File: src/rtl/anna_pkg.sv
// Shared register-file types and sizes for the operand/writeback datapath.
package anna_pkg;

  localparam int WORD_SIZE    = 16;
  localparam int REG_COUNT    = 8;
  localparam int ADDR_SIZE    = $clog2(REG_COUNT);
  localparam int MAX_WB_BURST = 4;

  typedef logic [ADDR_SIZE-1:0] reg_addr_t;
  typedef logic [WORD_SIZE-1:0] word_t;

  // r0 is hardwired to zero and is never tracked as busy.
  localparam reg_addr_t REG_ZERO = '0;

  function automatic logic is_reg_zero(input reg_addr_t idx);
    return idx == REG_ZERO;
  endfunction

endpackage

File: src/rtl/regfile_scoreboard.sv
// Per-register busy vector: set on issue of a writing op, cleared on
// writeback, wiped on flush. Answers RAW/WAW hazard queries combinationally.
module regfile_scoreboard
  import anna_pkg::*;
#(
  parameter int REG_COUNT = anna_pkg::REG_COUNT,
  parameter int ADDR_SIZE = $clog2(REG_COUNT)
) (
  input  logic                 clk,
  input  logic                 reset,
  input  logic                 flush,
  input  logic                 set_en,
  input  logic [ADDR_SIZE-1:0] set_idx,
  input  logic                 clr_en,
  input  logic [ADDR_SIZE-1:0] clr_idx,
  input  logic [ADDR_SIZE-1:0] q_rs1,
  input  logic                 q_use_rs1,
  input  logic [ADDR_SIZE-1:0] q_rs2,
  input  logic                 q_use_rs2,
  input  logic [ADDR_SIZE-1:0] q_rd,
  input  logic                 q_writes_rd,
  output logic                 hazard,
  output logic [REG_COUNT-1:0] busy
);

  logic [REG_COUNT-1:0] busy_next;

  assign hazard = (q_use_rs1 & busy[q_rs1])
                | (q_use_rs2 & busy[q_rs2])
                | (q_writes_rd & (q_rd != '0) & busy[q_rd]);

  // Next busy vector: clear first, then set, so a same-index set wins; r0 stays clear.
  always_comb begin
    busy_next = busy;
    if (clr_en) busy_next[clr_idx] = 1'b0;
    if (set_en) busy_next[set_idx] = 1'b1;
    busy_next[0] = 1'b0;
  end

  // Busy register with flush taking precedence over set/clear.
  always_ff @(posedge clk or posedge reset) begin
    if (reset)      busy <= '0;
    else if (flush) busy <= '0;
    else            busy <= busy_next;
  end

`ifndef SYNTHESIS
  // A set and clear on the same register means a WAW slipped past the hazard check.
  always @(posedge clk) begin
    if (!reset && !flush && set_en && clr_en)
      assert (set_idx != clr_idx)
        else $error("scoreboard set and clear hit register %0d in the same cycle", set_idx);
  end
`endif

endmodule

File: src/rtl/regfile_port_arbiter.sv
// Arbitrates the shared read/write port 1 of the register file between
// operand fetch and writeback, with a bounded writeback burst so a
// hazard-free operand request cannot starve. Port 2 is read-only.
module regfile_port_arbiter
  import anna_pkg::*;
#(
  parameter int REG_COUNT    = anna_pkg::REG_COUNT,
  parameter int ADDR_SIZE    = $clog2(REG_COUNT),
  parameter int WORD_SIZE    = anna_pkg::WORD_SIZE,
  parameter int MAX_WB_BURST = anna_pkg::MAX_WB_BURST
) (
  input  logic                 clk,
  input  logic                 reset,
  input  logic                 op_valid,
  output logic                 op_ready,
  input  logic [ADDR_SIZE-1:0] op_rs1,
  input  logic [ADDR_SIZE-1:0] op_rs2,
  input  logic                 op_use_rs1,
  input  logic                 op_use_rs2,
  input  logic [ADDR_SIZE-1:0] op_rd,
  input  logic                 op_writes_rd,
  output logic                 opr_valid,
  output logic [WORD_SIZE-1:0] opr_data1,
  output logic [WORD_SIZE-1:0] opr_data2,
  input  logic                 wb_valid,
  output logic                 wb_ready,
  input  logic [ADDR_SIZE-1:0] wb_rd,
  input  logic [WORD_SIZE-1:0] wb_data,
  input  logic                 flush,
  output logic                 rf_r_en1,
  output logic                 rf_r_en2,
  output logic                 rf_w_en,
  output logic [ADDR_SIZE-1:0] rf_reg1,
  output logic [ADDR_SIZE-1:0] rf_reg2,
  output logic [WORD_SIZE-1:0] rf_w_data,
  input  logic [WORD_SIZE-1:0] rf_r_data1,
  input  logic [WORD_SIZE-1:0] rf_r_data2
);

  localparam int STARVE_W = $clog2(MAX_WB_BURST + 1);
  localparam logic [STARVE_W-1:0] STARVE_MAX = STARVE_W'(MAX_WB_BURST);

  logic                 hazard;
  logic [REG_COUNT-1:0] busy;
  logic                 conflict;
  logic                 op_wins;
  logic                 op_accept;
  logic                 wb_accept;
  logic [STARVE_W-1:0]  starve_cnt;
  logic                 use1_q;
  logic                 use2_q;

  regfile_scoreboard #(
    .REG_COUNT (REG_COUNT),
    .ADDR_SIZE (ADDR_SIZE)
  ) u_scoreboard (
    .clk         (clk),
    .reset       (reset),
    .flush       (flush),
    .set_en      (op_accept & op_writes_rd & (op_rd != '0)),
    .set_idx     (op_rd),
    .clr_en      (wb_accept & (wb_rd != '0)),
    .clr_idx     (wb_rd),
    .q_rs1       (op_rs1),
    .q_use_rs1   (op_use_rs1),
    .q_rs2       (op_rs2),
    .q_use_rs2   (op_use_rs2),
    .q_rd        (op_rd),
    .q_writes_rd (op_writes_rd),
    .hazard      (hazard),
    .busy        (busy)
  );

  // Port 1 is contested only by a hazard-free op that needs rs1 while a writeback waits.
  assign conflict  = op_valid & op_use_rs1 & ~hazard & wb_valid;
  assign op_wins   = conflict & ~flush & (starve_cnt == STARVE_MAX);
  assign op_ready  = ~reset & ~hazard & ~flush & (~op_use_rs1 | ~wb_valid | op_wins);
  assign wb_ready  = ~reset & ~op_wins;
  assign op_accept = op_valid & op_ready;
  assign wb_accept = wb_valid & wb_ready;

  // A read on port 1 and a write never coincide, so the port mux keys off the write.
  assign rf_w_en   = wb_accept;
  assign rf_w_data = wb_data;
  assign rf_r_en1  = op_accept & op_use_rs1;
  assign rf_r_en2  = op_accept & op_use_rs2;
  assign rf_reg1   = wb_accept ? wb_rd : op_rs1;
  assign rf_reg2   = op_rs2;

  // Response data arrives from the register file one cycle after the read.
  assign opr_data1 = use1_q ? rf_r_data1 : '0;
  assign opr_data2 = use2_q ? rf_r_data2 : '0;

  // Count consecutive writeback wins over a waiting op, saturating at the burst limit.
  always_ff @(posedge clk or posedge reset) begin
    if (reset)
      starve_cnt <= '0;
    else if (op_accept || !conflict)
      starve_cnt <= '0;
    else if (starve_cnt != STARVE_MAX)
      starve_cnt <= starve_cnt + STARVE_W'(1);
  end

  // Remember what the accepted op asked for so the next cycle can return it.
  always_ff @(posedge clk or posedge reset) begin
    if (reset) begin
      opr_valid <= 1'b0;
      use1_q    <= 1'b0;
      use2_q    <= 1'b0;
    end else begin
      opr_valid <= op_accept;
      use1_q    <= op_accept & op_use_rs1;
      use2_q    <= op_accept & op_use_rs2;
    end
  end

`ifndef SYNTHESIS
  // A writeback to a register nobody reserved points at a broken pipeline upstream.
  always @(posedge clk) begin
    if (!reset && wb_accept && (wb_rd != '0))
      assert (busy[wb_rd])
        else $error("writeback to non-busy register %0d", wb_rd);
  end
`endif

endmodule

File: config.mk
export PLATFORM = sky130hd
export DESIGN_NAME = regfile_port_arbiter
export DESIGN_NICKNAME = d
export VERILOG_FILES = /design/src/rtl/anna_pkg.sv /design/src/rtl/regfile_scoreboard.sv /design/src/rtl/regfile_port_arbiter.sv
export SDC_FILE = /design/constraint.sdc
export NUM_CORES = 1
export LEC_CHECK = 0
export CORE_MARGIN = 2
export CORE_UTILIZATION = 68
export CTS_CLUSTER_SIZE = 14
export DETAILED_ROUTE_END_ITERATION = 8
export DONT_BUFFER_PORTS = 1
export GPL_TIMING_DRIVEN = 0
export MAX_ROUTING_LAYER = met4
export PLACE_DENSITY = 0.84
export SLEW_MARGIN = 25
export SYNTH_ARGS = -nofsm -noshare
export SYNTH_HDL_FRONTEND = slang
export SYNTH_SLANG_ARGS = --single-unit
File: constraint.sdc
create_clock -name clk -period 4 [get_ports clk]
set_input_delay 0.2 -clock clk [delete_from_list [all_inputs] [get_ports clk]]
set_output_delay 0.2 -clock clk [all_outputs]
set_load 0.05 [all_outputs]
==> out/metrics.yaml, run 1 <==
power:
  p_per_area_nw_per_um2: 241
  sw_frac_of_total: 0.413
  p_clk_frac: 0.248
  power.switching_uw: 146
  p_comb_frac: 0.360
  irDropWorstVdd_v: 0.000249
  pwr-share-seq: 0.391
  internal-power_uw: 208
  leakage_uw: 0.000720
routing:
  first_iter_violations: 38
  wire_per_inst_um: 19.6
  drc: 0
  drtPass1Iterations: 4
  vias: 1246
  ant_nets: 0
  via_per_inst: 6.42
  drt_wl_total_um: 3810
setup_path:
  crit_fanout: 7
  setup.worst_path.start_class: "flip-flop"
  r2r_end: "use1_q"
  r2r_cells: 5
  cp.required_ns: 3.80
  worst_ep_arrival_time_ns: 2.69
  reg2reg_setup_slack_ns: 1.40
  worstSetupPathType: "flip-flop to primary output"
  reg2reg_from: "u_scoreboard.busy[4]"
  endpoint_kind: "primary output"
yosys:
  yosysWarnings: 0
  ys_seq_area_frac: 0.232
  syn_nets: 231
  ys_types: 46
  ys_seq_elements: 13
  netlist_instances: 161
  yosys_most_used_dff: "dfrtp_1"
  syn_area_um2: 1400
  syn_avg_cell_area_um2: 8.70
  async_flop_share: 1.00
  synth-edff-count: 0
layout:
  instances_no_fill: 194
  final_cell_mix: "and2_1 (33), buf_4 (19), dfrtp_1 (13)"
  layout_commonest_cell: "and2_1"
  drive_gt1_frac: 0.205
  syn2layout_area_growth_pct: 5.18
  finalNetCount: 237
  fill_cells: 145
run_status:
  status: "complete, no violations"
clock_network:
  postCtsSetupBuffers: 0
  htreeDepth: 1
  clk_path_buf_depth: 2
  clk_latency_ns: 0.29
  cts_buffers: 3
  clock-sinks: 13
  cts.root.buffer_cell: "clkbuf_4"
  clk_pin_slew_ns: 0.09
  cts_tree: "yes"
sta:
  fin_crit_sh: 0.723
  fin_crit_ns: 2.89
  tightest_slew_ns: 1.02
  hold_viol: 0
  setup-tns-final_ns: 0
  final_max_slew_viol_count: 0
  fmax_mhz: 346
  setup_violations: 0
  rsz0062_at_grt: "no"
  fin_worst_skew_ns: 0.00383
  slew_headroom: 0.322
global_route:
  grt_usage: 0.328
  grt.overflow.total: 0
  antenna_found_initial: 1
  first_global_vias: 1167
  grt_first_pass_wirelength_um: 5790
  grt_max_degree: 16
min_path:
  hold_depth: 1
  hp-start: "op_valid"
  hold_class: "input pin to flip-flop"
  hold_end: "opr_valid"
run:
  maxCapViolations: 0
floorplan:
  die_h_um: 49.4
  start_util: 0.721
  die_w_um: 49.4
  io_pins: 128
  rows: 16
  core_um2: 1940
  dieArea_um2: 2440
placed_design:
  gp_congestion: 0.938
  hpwl_um: 3200
  numPlacedInstances: 188
  numPortBuffers: 0
[synth_stat cells, types with 3 or more instances]
cell type  instances  area [µm²]
nand2b_1           5        31.3
clkbuf_1           3        11.3
nand3_1            4        20.0
dfrtp_1           13         325
mux2i_1            3        30.0
a21o_1             3        22.5
buf_4             19         143
nor3_1             6        30.0
nand2_1           10        37.5
inv_1              6        22.5
and2_1            33         206
nand3b_1           4        30.0
nor2b_1            7        43.8
o31ai_1            3        22.5
[critical path, cell delays in order, from the launching register on]
cell and delay (ns):
dfrtp_1 0.42, mux4_1 0.51, nand2b_1 0.19, a32oi_4 0.25, nand3_2 0.22, nor2_1 0.81
[power by group through the flow]
stage / sequential, µW / clock (µW) / combinational, µW
floorplan: 140 / 0 / 119
global placement: 141 / 0 / 126
detailed placement: 141 / 0 / 127
CTS: 139 / 85.5 / 128
global route: 139 / 89.4 / 133
finish: 139 / 88.0 / 128
[per-stage QoR]
| step | instance area [µm²] | setup WS, ns | total power (µW) | hold WS, ns | util |
|---|---|---|---|---|---|
| floorplan | 1400 | 1.65 | 259 | 0.115 | - |
| detailed placement | 1430 | 1.45 | 268 | 0.193 | 0.738 |
| CTS | 1470 | 1.14 | 352 | 0.0421 | 0.757 |
| finish | 1470 | 1.11 | 355 | 0.0365 | 0.758 |
| global placement | 1430 | 1.47 | 267 | 0.184 | 0.738 |
| global route | 1470 | 1.01 | 362 | 0.0397 | 0.758 |
[sequential cells by signal, summed over array words and instances (netlist names)]
signal             flops
use2_q                 1
use1_q                 1
starve_cnt             3
opr_valid              1
u_scoreboard.busy      7
[how the worst max path moves through the flow]
stage	to	start	cells after the start
final	rf_r_en1	u_scoreboard.busy[4]	5
after global routing	rf_r_en1	u_scoreboard.busy[6]	5
after CTS	rf_r_en1	u_scoreboard.busy[6]	5
after detailed placement	use1_q	u_scoreboard.busy[6]	5
after global placement	use1_q	u_scoreboard.busy[6]	5
after floorplan	use1_q	u_scoreboard.busy[5]	5
[logic make-up (layout without fill, tap and decap cells)]
group,count (synthesis),after routing,synth area share
flops,13,13,0.232
simple gates,82,82,0.368
buf+inv,29,34,0.129
compound gates,26,26,0.158
fa+ha+maj,2,2,0.0179
other cells,0,1,0
xor+xnor,1,1,0.00626
mux,8,8,0.0885
[repair_timing]
action | in CTS | in global routing
hold endpoints to repair | 13 | 0
hold buffers | 1 | 0
resized for setup | 0 | 0
endpoints found under the setup margin | 0 | 0
[layer usage]
layer | vias to the layer above | GRT usage | part of all wire
met5 | - | - | 0
met4 | 0 | 0.0972 | 0.011
met3 | 4 | 0.0859 | 0.093
met2 | 80 | 0.565 | 0.50
met1 | 600 | 0.373 | 0.40
li1 | 562 | - | -
[area by class of cell]
cell class                 count  area (µm²)  area share
inverter                       7        26.3      0.0178
multi-input combinational    119         895       0.607
tap                           27        33.8      0.0229
sequential                    13         325       0.221
buffer                        22         154       0.105
timing repair buffer           1        10.0     0.00680
antenna                        1        2.50     0.00170
clock buffer                   4        26.3      0.0178
No activity file was read; power rests on OpenSTA's default activity.
==> run 2, diff against run 1 <==
--- a/config.mk
+++ b/config.mk
@@ -5,14 +5,15 @@
 export SDC_FILE = /design/constraint.sdc
 export NUM_CORES = 1
 export LEC_CHECK = 0
+export ABC_AREA = 1
 export CORE_MARGIN = 2
-export CORE_UTILIZATION = 68
+export CORE_UTILIZATION = 63
 export CTS_CLUSTER_SIZE = 14
 export DETAILED_ROUTE_END_ITERATION = 8
 export DONT_BUFFER_PORTS = 1
 export GPL_TIMING_DRIVEN = 0
 export MAX_ROUTING_LAYER = met4
-export PLACE_DENSITY = 0.84
+export PLACE_DENSITY = 0.79
 export SLEW_MARGIN = 25
 export SYNTH_ARGS = -nofsm -noshare
 export SYNTH_HDL_FRONTEND = slang
==> constraint.sdc (replaced) <==
create_clock -name clk -period 2.9 [get_ports clk]
set_input_delay 0.145 -clock clk [delete_from_list [all_inputs] [get_ports clk]]
set_output_delay 0.145 -clock clk [all_outputs]
set_load 0.05 [all_outputs]
==> out/metrics.yaml, run 2 <==
setup_path:
  setup.worst_path.start_class: "flip-flop"
  worstSetupPathType: "flip-flop to primary output"
  worst_ep_arrival_time_ns: 2.60
  crit_fanout: 7
  cp.required_ns: 2.76
  endpoint_kind: "primary output"
yosys:
  synth_xor_area_frac: 0.0117
  yosys.area.top_type: "dfrtp_1"
  synth_compound_area_frac: 0.108
  ys_types: 25
  yosysWarnings: 0
  yosys.area_share.simple: 0.379
  netlist_instances: 258
  syn_area_um2: 1500
  ys_seq_area_frac: 0.217
  yosys_most_used_dff: "dfrtp_1"
  syn_nets: 328
  synth-edff-count: 0
  synth_fa_ha_area_frac: 0.0167
  synth_mux_area_frac: 0
  async_flop_share: 1.00
  synth_common_cells: "nand2_1 (77), inv_1 (56), buf_4 (20)"
  ys_seq_elements: 13
  synth.area.top_cells: "dfrtp_1 (22%), nand2_1 (19%), inv_1 (14%)"
  syn_avg_cell_area_um2: 5.81
  synth.most_common_cell: "nand2_1"
  synth_top_family_by_area: "simple AND/OR/NAND/NOR gates"
  yosysTopAreaCellShare: 0.217
floorplan:
  io_pins: 128
  start_util: 0.672
  rows: 17
  core_um2: 2230
  dieArea_um2: 2790
  die_h_um: 52.8
  die_w_um: 52.8
sta:
  tightest_slew_ns: 1.01
  fin_crit_sh: 0.945
  fin_worst_skew_ns: 0.00173
  hold_viol: 0
  fmax_mhz: 365
  slew_headroom: 0.325
  setup_violations: 0
  rsz0062_at_grt: "no"
  final_max_slew_viol_count: 0
  fin_crit_ns: 2.74
layout:
  diodes: 0
  fill_cells: 220
  final_util: 0.718
  reg_top3: "u_scoreboard.busy: 7 flops, starve_cnt: 3 flops"
  instances_no_fill: 291
  final_area_um2: 1600
  largest_reg_flops: 7
  finalNetCount: 334
  regMostFlops: "u_scoreboard.busy"
  layout_commonest_cell: "nand2_1"
  final_cell_mix: "nand2_1 (77), inv_1 (56), buf_4 (20)"
  seq_area_um2: 325
  syn2layout_area_growth_pct: 6.92
  multi_input_area_um2: 806
  drive_gt1_frac: 0.156
placed_design:
  numPortBuffers: 0
  gp_congestion: 0.980
  place_area_um2: 1550
  numPlacedInstances: 286
  hpwl_um: 3070
power:
  irDropWorstVdd_v: 0.000326
  leakage_uw: 0.00102
  p_per_area_nw_per_um2: 306
clock_network:
  htreeDepth: 1
  clk_latency_ns: 0.28
  cts_tree: "yes"
  cts.root.buffer_cell: "clkbuf_4"
  cts_buffers: 3
  clock-sinks: 13
  clk_pin_slew_ns: 0.08
  clk_path_buf_depth: 2
routing:
  drt_wl_total_um: 3780
  via_per_inst: 5.28
  wire_per_inst_um: 13.0
  first_iter_violations: 54
  drc: 0
  ant_nets: 0
  drtPass1Iterations: 4
  vias: 1536
global_route:
  grt_usage: 0.276
  antenna_found_initial: 0
  grt.overflow.total: 0
  grt_first_pass_wirelength_um: 5480
  grt_max_degree: 17
  first_global_vias: 1254
run:
  maxCapViolations: 0
run_status:
  status: "complete, no violations"
min_path:
  hold_class: "input pin to flip-flop"
run 2: final cells by class:
class                           instances  area share
Multi-Input combinational cell        158       0.502
Timing Repair Buffer                    1     0.00624
Inverter                               62       0.145
Sequential cell                        13       0.203
Tap cell                               28      0.0218
Buffer                                 25       0.105
Clock buffer                            4      0.0164
run 2: what timing repair did:
item                                    CTS  global route
endpoints found under the setup margin    3             0
gates resized for setup                   4             0
endpoints found under the hold margin    13             0
setup buffers                             0             0
hold buffers                              1             0
run 2: worst max-delay path, stage by stage, from the launching register on:
cell and delay, ns:
dfrtp_1 0.37, inv_1 0.07, ha_1 0.19, nand2_1 0.16, nor2_1 0.15, a31oi_4 0.47, nand2_1 0.33, o21ai_2 0.56
run 2: path summary, 6_finish.rpt:
kind                       slack, ns  cells after the start                  from              endpoint
max in group asynchronous       2.13                      2                 reset  u_scoreboard.busy[5]
min in group asynchronous       0.38                      2                 reset  u_scoreboard.busy[6]
max reg2reg                     0.52                      6         starve_cnt[0]                use2_q
min                             0.03                      3              op_rd[0]  u_scoreboard.busy[6]
min reg2reg                     0.55                      2  u_scoreboard.busy[2]  u_scoreboard.busy[2]
max                             0.16                      7         starve_cnt[0]            rf_reg1[1]
run 2: kinds of logic after synthesis:
family | count (synthesis)
adder cells (fa/ha/maj) | 2
flip-flops | 13
AND/OR/NAND/NOR | 131
buffers and inverters | 87
XOR/XNOR | 2
AO/OA/AOI/OAI | 23
run 2: power by group:
part           leakage, µW  switching [µW]  internal [µW]
sequential        0.000181            2.81            183
clock            0.0000150            62.9           53.5
combinational     0.000820             146           43.2
run 2: stage by stage:
stage / setup TNS, ns / total power, µW / worst slack [ns] / hold slack, ns
6_report: 0 / 492 / 0.159 / 0.0326
5_1_grt: 0 / 514 / 0.00344 / 0.0483
4_1_cts: 0 / 494 / 0.180 / 0.0267
3_5_place_dp: -0.00616 / 374 / -0.00616 / 0.130
3_3_place_gp: 0 / 373 / 0.0293 / 0.120
2_1_floorplan: 0 / 359 / 0.282 / 0.0466
run 2: per-layer routing:
| metal | up-vias | global-route usage | part of all wire |
|---|---|---|---|
| met2 | 87 | 0.450 | 0.51 |
| li1 | 776 | - | - |
| met1 | 663 | 0.346 | 0.39 |
| met5 | - | - | 0 |
| met3 | 10 | 0.0486 | 0.085 |
| met4 | 0 | 0.0897 | 0.015 |
==> run 3, diff against run 2 <==
--- a/config.mk
+++ b/config.mk
@@ -14,6 +14,8 @@
 export GPL_TIMING_DRIVEN = 0
 export MAX_ROUTING_LAYER = met4
 export PLACE_DENSITY = 0.79
+export RECOVER_POWER = 100
+export SETUP_SLACK_MARGIN = 0.4
 export SLEW_MARGIN = 25
 export SYNTH_ARGS = -nofsm -noshare
 export SYNTH_HDL_FRONTEND = slang
==> out/metrics.yaml, run 3 (synthesized netlist as in run 2, its figures left out) <==
placed_design:
  gp_congestion: 0.980
  numPortBuffers: 0
  hpwl_um: 3070
  numPlacedInstances: 286
layout:
  final_cell_mix: "nand2_1 (76), inv_1 (56), clkbuf_1 (24)"
  instances_no_fill: 293
  syn2layout_area_growth_pct: 2.67
  reg_top3: "u_scoreboard.busy: 7 flops, starve_cnt: 3 flops"
  final_util: 0.690
  largest_reg_flops: 7
  layout_commonest_cell: "nand2_1"
  diodes: 0
  regMostFlops: "u_scoreboard.busy"
  finalNetCount: 336
  drive_gt1_frac: 0.0981
clock_network:
  cts.root.buffer_cell: "clkbuf_4"
  cts_tree: "yes"
  clk_path_buf_depth: 2
  clk_pin_slew_ns: 0.08
  cts_buffers: 3
  clock-sinks: 13
  htreeDepth: 1
  clk_latency_ns: 0.28
floorplan:
  core_um2: 2230
  rows: 17
  io_pins: 128
  die_w_um: 52.8
  die_h_um: 52.8
  start_util: 0.672
  dieArea_um2: 2790
routing:
  wire_per_inst_um: 13.5
  drtPass1Iterations: 4
  via_per_inst: 5.34
  drc: 0
  ant_nets: 0
  vias: 1566
  first_iter_violations: 66
  drt_wl_total_um: 3960
setup_path:
  setup.worst_path.start_class: "flip-flop"
  path_cells: "inv_1, nand2_1, nand3_1, nand3_1, nand3_2, nand2_1, nor2_4, clkbuf_4, o2111ai_1, nor2_2"
  worstSetupPathType: "flip-flop to primary output"
  endpoint_kind: "primary output"
  cp_slowest_cell: "nor2_2"
  cp.required_ns: 2.76
  worst_ep_arrival_time_ns: 2.40
  crit_fanout: 5
  max_stage_delay_ns: 0.59
sta:
  fin_worst_skew_ns: 0.00207
  setup-tns-final_ns: 0
  final_max_slew_viol_count: 0
  tightest_slew_ns: 0.692
  rsz0062_at_grt: "yes"
  fin_crit_sh: 0.877
  fmax_mhz: 393
  hold_viol: 0
  slew_headroom: 0.537
  fin_crit_ns: 2.54
  setup_violations: 0
power:
  internal-power_uw: 268
  irDropWorstVdd_v: 0.000330
  pwr-share-seq: 0.385
  power.switching_uw: 214
  sw_frac_of_total: 0.444
  p_clk_frac: 0.245
  p_per_area_nw_per_um2: 313
  leakage_uw: 0.000963
  p_comb_frac: 0.369
global_route:
  first_global_vias: 1279
  grt_max_degree: 17
  grt_first_pass_wirelength_um: 5600
  grt.overflow.total: 0
  antenna_found_initial: 0
  grt_usage: 0.282
run_status:
  status: "complete, no violations"
run:
  maxCapViolations: 0
min_path:
  hold_class: "input pin to flip-flop"
## run 3: layout make-up
type / instances / area, µm²
timing repair buffer: 3 / 25.0
tap: 28 / 35.0
sequential: 13 / 325
multi-input combinational: 158 / 798
fill: 247 / 693
buffer: 25 / 97.6
inverter: 62 / 233
clock buffer: 4 / 26.3
## run 3: repair_timing
item	4_1_cts	5_1_grt
resized for setup	10	4
endpoints found under the setup margin	5	6
endpoints found under the hold margin	13	0
cloned	0	0
buffers inserted	0	2
hold buffers	1	0
pin swaps	3	11
## run 3: metrics by stage
stage	hold slack [ns]	instance area, µm²	setup WS [ns]	total power, µW
finish	0.0317	1540	0.358	482
global route	0.0499	1540	0.240	502
CTS	0.0267	1640	0.365	499
detailed placement	0.130	1550	-0.00616	374
global placement	0.120	1540	0.0293	373
floorplan	0.0466	1510	0.282	359
## run 3: worst paths after layout
check	start	to	slack [ns]	depth (start not counted)
max	u_scoreboard.busy[7]	rf_r_en2	0.36	10
min	op_rd[0]	u_scoreboard.busy[6]	0.03	3
max reg2reg	u_scoreboard.busy[7]	u_scoreboard.busy[1]	0.57	12
min reg2reg	u_scoreboard.busy[2]	u_scoreboard.busy[2]	0.55	2
max in group asynchronous	reset	starve_cnt[0]	2.12	2
min in group asynchronous	reset	u_scoreboard.busy[4]	0.38	2
## run 3: routing by layer
metal | wire (µm) | track usage | part of all wire | vias up
li1 | - | - | - | 776
met1 | 1570 | 0.353 | 0.40 | 691
met2 | 1990 | 0.465 | 0.50 | 88
met3 | 326 | 0.0514 | 0.082 | 11
met4 | 65 | 0.0812 | 0.016 | 0
met5 | 0 | - | 0 | -
## run 3: power by group through the flow
| stage | clock (µW) | sequential [µW] | combinational, µW |
|---|---|---|---|
| 3_5_place_dp | 0 | 190 | 184 |
| 6_report | 118 | 186 | 178 |
| 3_3_place_gp | 0 | 189 | 183 |
| 2_1_floorplan | 0 | 189 | 170 |
| 5_1_grt | 126 | 186 | 190 |
| 4_1_cts | 119 | 186 | 195 |
## run 3: critical path: cells and delay by family (launching register included)
family,cells,cell delay (ns)
simple gates,7,1.18
flops,1,0.39
buf+inv,2,0.27
compound gates,1,0.27
